==> src/rtl/x9_dbg_pkg.sv <==
// Shared types and default sizing for the register-dump debug block.
package x9_dbg_pkg;

    typedef enum logic [1:0] {
        ST_IDLE   = 2'd0,
        ST_FETCH  = 2'd1,
        ST_SEND   = 2'd2,
        ST_FINISH = 2'd3
    } dump_state_e;

    localparam int NUM_REGS_DEF = 8;
    localparam int DATA_W_DEF   = 8;

endpackage

==> src/rtl/reg_dump_ctrl.sv <==
// Streams every register-file entry out over a valid/ready port once the core
// signals program completion, one read-then-send pair per register.
module reg_dump_ctrl
    import x9_dbg_pkg::*;
#(
    parameter int NUM_REGS = NUM_REGS_DEF,
    parameter int DATA_W   = DATA_W_DEF,
    parameter int AW       = (NUM_REGS > 1) ? $clog2(NUM_REGS) : 1
) (
    input  logic              clk,
    input  logic              reset,
    input  logic              core_done,
    output logic [AW-1:0]     rf_raddr,
    input  logic [DATA_W-1:0] rf_rdata,
    output logic              dump_valid,
    input  logic              dump_ready,
    output logic [DATA_W-1:0] dump_data,
    output logic [AW-1:0]     dump_addr,
    output logic              dump_last,
    output logic              dump_busy,
    output logic              dump_complete
);

    localparam logic [AW-1:0] LAST_IDX = AW'(NUM_REGS - 1);

    dump_state_e       state_q, state_d;
    logic [AW-1:0]     idx_q, idx_d;
    logic              done_q, done_d;
    logic [DATA_W-1:0] data_q, data_d;
    logic [AW-1:0]     addr_q, addr_d;

    always_ff @(posedge clk or negedge reset) begin
        if (!reset) begin
            state_q <= ST_IDLE;
            idx_q   <= '0;
            done_q  <= 1'b0;
            data_q  <= '0;
            addr_q  <= '0;
        end else begin
            state_q <= state_d;
            idx_q   <= idx_d;
            done_q  <= done_d;
            data_q  <= data_d;
            addr_q  <= addr_d;
        end
    end

    always_comb begin
        state_d = state_q;
        idx_d   = idx_q;
        done_d  = core_done;
        data_d  = data_q;
        addr_d  = addr_q;
        case (state_q)
            ST_IDLE: begin
                // Only a rising edge of core_done starts a dump.
                if (core_done && !done_q) begin
                    state_d = ST_FETCH;
                    idx_d   = '0;
                end
            end
            ST_FETCH: begin
                data_d  = rf_rdata;
                addr_d  = idx_q;
                state_d = ST_SEND;
            end
            ST_SEND: begin
                if (dump_ready) begin
                    if (idx_q == LAST_IDX) begin
                        state_d = ST_FINISH;
                    end else begin
                        idx_d   = idx_q + AW'(1);
                        state_d = ST_FETCH;
                    end
                end
            end
            ST_FINISH: begin
                if (!core_done) begin
                    state_d = ST_IDLE;
                end
            end
            default: state_d = ST_IDLE;
        endcase
    end

    // The beat is presented straight from the hold registers so it cannot
    // change while the consumer stalls.
    assign rf_raddr      = idx_q;
    assign dump_valid    = (state_q == ST_SEND);
    assign dump_data     = data_q;
    assign dump_addr     = addr_q;
    assign dump_last     = (state_q == ST_SEND) && (addr_q == LAST_IDX);
    assign dump_busy     = (state_q == ST_FETCH) || (state_q == ST_SEND);
    assign dump_complete = (state_q == ST_FINISH);

endmodule

==> config.mk <==
export PLATFORM = sky130hd
export DESIGN_NAME = reg_dump_ctrl
export DESIGN_NICKNAME = d
export VERILOG_FILES = /design/src/rtl/x9_dbg_pkg.sv /design/src/rtl/reg_dump_ctrl.sv
export SDC_FILE = /design/constraint.sdc
export NUM_CORES = 1
export LEC_CHECK = 0
export ABC_AREA = 1
export BUFFER_PORTS_ARGS = -buffer_cell sky130_fd_sc_hd__buf_2
export CAP_MARGIN = 20
export CORE_MARGIN = 3
export CORE_UTILIZATION = 25
export DETAILED_ROUTE_END_ITERATION = 6
export PLACE_DENSITY = 0.5
export SLEW_MARGIN = 20
export SYNTH_ARGS = -nofsm -noshare
export SYNTH_HDL_FRONTEND = slang
export SYNTH_SLANG_ARGS = --single-unit
==> constraint.sdc <==
create_clock -name clk -period 1.6 [get_ports clk]
set_input_delay 0.16 -clock clk [delete_from_list [all_inputs] [get_ports clk]]
set_output_delay 0.16 -clock clk [all_outputs]
set_load 0.01 [all_outputs]
==> After elaboration in Yosys (flattened, before gate mapping) <==
Cells that the tools add are included.
{ "totals": {"word_cells": 32, "output_inout_bits": 18, "input_bits": 12, "register_bits": 17} }
{ "op_classes": {"n_reduce_logical": 8, "n_mux": 9, "n_eq_ne": 9, "n_addsub": 1} }
{ "op_table": {"columns": ["op", "count"], "rows": [
  ["3-bit 2-to-1 mux", 3],
  ["2-bit 2-to-1 mux", 4],
  ["2-bit one-hot mux with 4 select lines", 1],
  ["3-bit equality test (second input constant)", 2],
  ["2-bit != test (second input constant)", 3],
  ["3-bit one-hot mux with 2 select lines", 1],
  ["2-bit equality test (second input constant)", 2],
  ["4-bit AND reduction", 1],
  ["3-bit by 1-bit adder with 3-bit output (second input constant)", 1],
  ["3-bit AND reduction", 1],
  ["2-bit by 1-bit equality test with 1-bit output (second input constant)", 1],
  ["1-bit logical AND", 2],
  ["2-bit logical NOT", 1],
  ["2-bit by 1-bit != test with 1-bit output (second input constant)", 1],
  ["2-bit nonzero test", 1],
  ["1-bit logical NOT", 1],
  ["1-bit logical OR", 1]
]} }

==> Longest topological paths before layout <==
{ "depth": {"word_depth": 4, "depth_mapped": 8, "ltp_nobuf": 8} }

==> Worst setup path before layout <==
Ideal clock, no wire load.
{ "synth_timing": {"kind": "reg2out", "from": "reg state_q[0]", "to": "out dump_last", "n_path_buf": 0, "slack_ps": 92, "path_stages_with_launch": 5, "required_time_ps": 1440, "arrival_ps": 1348, "path_cell_list": "dfrtp_1 -> inv_1 -> ha_1 -> inv_1 -> nor4_1"} }
{ "synth_via": {"elab_chain_len": 2} }
{ "synth_rtl": {"columns": ["item", "line", "rtl"], "rows": [
  ["start: declaration", "reg_dump_ctrl.sv:26", "dump_state_e state_q, state_d;"],
  ["start signal: assignment", "reg_dump_ctrl.sv:40", "state_q <= state_d;"],
  ["2-bit equality test", null, null],
  ["net dump_valid", "reg_dump_ctrl.sv:15", "output logic dump_valid,"],
  ["1-bit logical AND", "reg_dump_ctrl.sv:92", "assign dump_last = (state_q == ST_SEND) && (addr_q == LAST_IDX);"],
  ["end: declaration", "reg_dump_ctrl.sv:19", "output logic dump_last,"]
]} }
The timed path passes the listed nets, and every way through them passes these cells.

==> Final worst setup path <==
{ "layout_timing": {"from": "reg state_q[0]", "to": "out dump_last"} }
{ "layout_via": {"elab_chain_len": 2} }
{ "layout_rtl": {"columns": ["item", "line"], "rows": [
  ["2-bit equality test", "reg_dump_ctrl.sv:92"],
  ["1-bit logical AND", "reg_dump_ctrl.sv:92"]
]} }
Every way passes these cells.

==> summary.txt <==
Layout
  • Finished Cell Area: approximately 0.0012 sq mm
  • Share of layout cells above drive strength 1: about 43%
  • Final net count: 143
  • Fin util: between 30% and 40%
  • Fin cells: 166
  • ANT cells: 0
  • Area Overhead vs Synth: 35.4%

Setup path
  • Reg2reg start: state_q[1]$_DFFE_PN0P_
  • Setup CP Type: flip-flop to output port
  • Flop2flop setup slack: around 0.16 ns
  • CP Capture Type: output port
  • Largest stage delay on the critical path: ~0.4 ns
  • FF-to-FF End: dump_data[2]$_DFFE_PN0N_
  • Cell count of the worst reg-to-reg path: 4
  • WP data arrival: between 1 and 1.5 ns
  • Critical Path RT: about 1.4 ns
  • Slowest-stage cell, CP: dfrtp_1
  • Crit-path cells: inv_2 > ha_4 > inv_2 > nor4_4 > buf_2
  • Worst Path Max Fanout: 3
  • Top cell by count, worst path: inv_2
  • Startpoint Class: flip-flop
  • Worst Setup SP: state_q[0]$_DFFE_PN0P_
  • CP Capture Point: dump_last

STA
  • Unrepaired setup endpoints after global routing: false
  • Fin Clk Skew: about 0.0053 ns
  • Hold slack: 0.101 ns
  • Final hold violation count: 0
  • Worst-margin pin slew: 0.381 ns
  • TNS Setup: 0 ns
  • Slew Limit Fails: 0
  • Minimum clock period: between 1 and 1.5 ns
  • Achievable frequency: between 600 and 700 MHz
  • Tcrit/Tclk final: 92.3%
  • Finish-stage setup viols: 0
  • Final setup margin: about 0.12 ns
  • Relative slew margins: 74.6%

Pwr
  • Peak VDD IR: around 0.91 mV
  • Leakage power: 0.647 nW
  • Total power: 1.98 mW
  • Power Dens Cells: between 1500 and 2000 mW/mm^2

Synth
  • Ys flop type: dfrtp_1
  • Synth top area share: 49.7%
  • Top post-synthesis cells by area: dfrtp_1 50%, ha_1 12%, nand2_1 11%
  • Most frequent cell after synthesis: nand2_1
  • Commonest cells post-synth: 24 x nand2_1, 17 x dfrtp_1, 11 x inv_1
  • Cell variety after synth: 14
  • Leading area contributor after synthesis: dfrtp_1
  • Post-Synthesis Cell Area: 856 sq um
  • Synth async-reset ratio: 100%
  • Post-synth EDFFs: 0
  • Ys Warns: 0
  • Post-Synthesis Cells: between 80 and 90
  • Syn Nets: between 100 and 150
  • Sequential fraction of the synthesis area: just under 50%
  • Mean Syn Cell Area: between 10 and 15 sq um
  • Seq cells post-synth: 17

Placement
  • Placed Area: 0.00106 sq mm
  • PortBufs: 29
  • Placed Cells: around 160
  • Final Wtd Congestion: 0.763
  • DP Wirelength: around 1400 microns
  • Place WS: roughly 0.092 ns

Global routing
  • GRT overflow: 0
  • Vias in the first global route: around 740
  • First-pass GRT wire length: roughly 3100 microns
  • Antenna violations before repair: 0
  • Largest net degree at the start of global routing: 18
  • GRT Overall Usage: 9.68%

Route
  • Routed WL: 1820 microns
  • DR vias/cell: between 4 and 5
  • DRC errors left: 0
  • Via count of the routed design: roughly 700
  • Wire per inst: roughly 11 microns
  • Final ANT Viol Nets: 0
  • DRT iter0 DRCs: 25
  • Drt first pass iters: 4

Run status
  • Status: finished, final reports clean

Clock network
  • Clock-pin slew on the worst setup and hold paths: roughly 0.10 ns
  • CTS sink count: 17
  • CTS tree: yes
  • Max Root-Sink Buffers: 2
  • CTS root buffer: clkbuf_4
  • TritonCTS buffer count: 3
  • Htree depth: 1
  • Clock Latency Late Sink: around 0.28 ns

Flow run
  • Maxcap violations: 0

Die
  • Row count: 20
  • Ports: 30
  • Die Y: roughly 65 microns
  • Die Wd: 64.5 microns
  • Core area: around 0.0032 sq mm
  • Die area: 0.00416 sq mm
  • Starting Density: roughly 27%

Worst hold path
  • Min-delay worst type: input port to flip-flop
-- timing repair --
item / in CTS / in global routing
cloned: 0 / 0
resized for setup: 4 / 3
setup buffers: 2 / 1
hold buffers: 2 / 0
pin swaps: 1 / 1
hold endpoints to repair: 18 / 0
endpoints found under the setup margin: 1 / 1
-- worst min path at each step --
stage / from / to / slack (ns) / depth (start not counted)
2_1_floorplan: reset / done_q$_DFF_PN0_ / -0.14 / 0
3_3_place_gp: reset / dump_addr[2]$_DFFE_PN0N_ / 0.10 / 1
3_5_place_dp: reset / dump_addr[2]$_DFFE_PN0N_ / 0.11 / 1
4_1_cts: rf_rdata[6] / dump_data[6]$_DFFE_PN0N_ / 0.09 / 2
5_1_grt: rf_rdata[6] / dump_data[6]$_DFFE_PN0N_ / 0.08 / 2
6_report: rf_rdata[6] / dump_data[6]$_DFFE_PN0N_ / 0.10 / 2
-- worst max-delay path, delay by kind of cell, from the launching register on --
kind                       cells  cell delay (ns)
buffers and inverters          3             0.31
and+or+nand+nor                1             0.18
DFF                            1             0.40
adders and majority gates      1             0.14
-- sequential cells by signal, indices dropped and copies added (netlist names) --
signal     count
dump_data      8
dump_addr      3
rf_raddr       3
state_q        2
done_q         1
-- cells in the final DEF (no fill, tap or decap), types with 2 or more instances in the layout --
master and instances:
ha_1 7, buf_2 29, inv_2 2, nand3_1 2
nand2_1 24, mux2_2 4, nand4_1 5, mux2_4 4
dlygate4sd3_1 2, clkbuf_4 3, buf_4 5, dfrtp_1 16
o21ai_0 3, inv_1 9
-- metal layers --
layer	track usage (%)	wire length, microns	up-vias	share of wire [%]
met1	10.5	797	330	44
met3	3.81	127	2	7.0
li1	-	-	345	-
met2	17.5	880	20	48
met5	0	0	-	0
met4	2.37	13	0	0.71
-- kinds of logic after synthesis --
kind of cell / after synthesis / share of synthesized area, %
and+or+nand+nor: 35 / 18.4
DFF: 17 / 49.7
buffers and inverters: 12 / 6.14
muxes: 8 / 12.3
adders and majority gates: 8 / 11.7
AOI/OAI and AO/OA: 3 / 1.75
-- power breakdown --
group          leakage [nW]  switching, mW  total (mW)  internal (mW)
Combinational         0.417          0.555        1.06          0.509
Clock                0.0177          0.127       0.220         0.0928
Sequential            0.212          0.103       0.699          0.596
Total                 0.647          0.785        1.98           1.20
-- cell type report --
type	count	area, sq um
Clock inverter	1	5.00
Fill cell	342	1990
Timing Repair Buffer	36	203
Sequential cell	17	427
Tap cell	44	55.1
Clock buffer	3	22.5
Multi-Input combinational cell	54	405
Inverter	11	41.3
(Power assumes the default switching activity.)
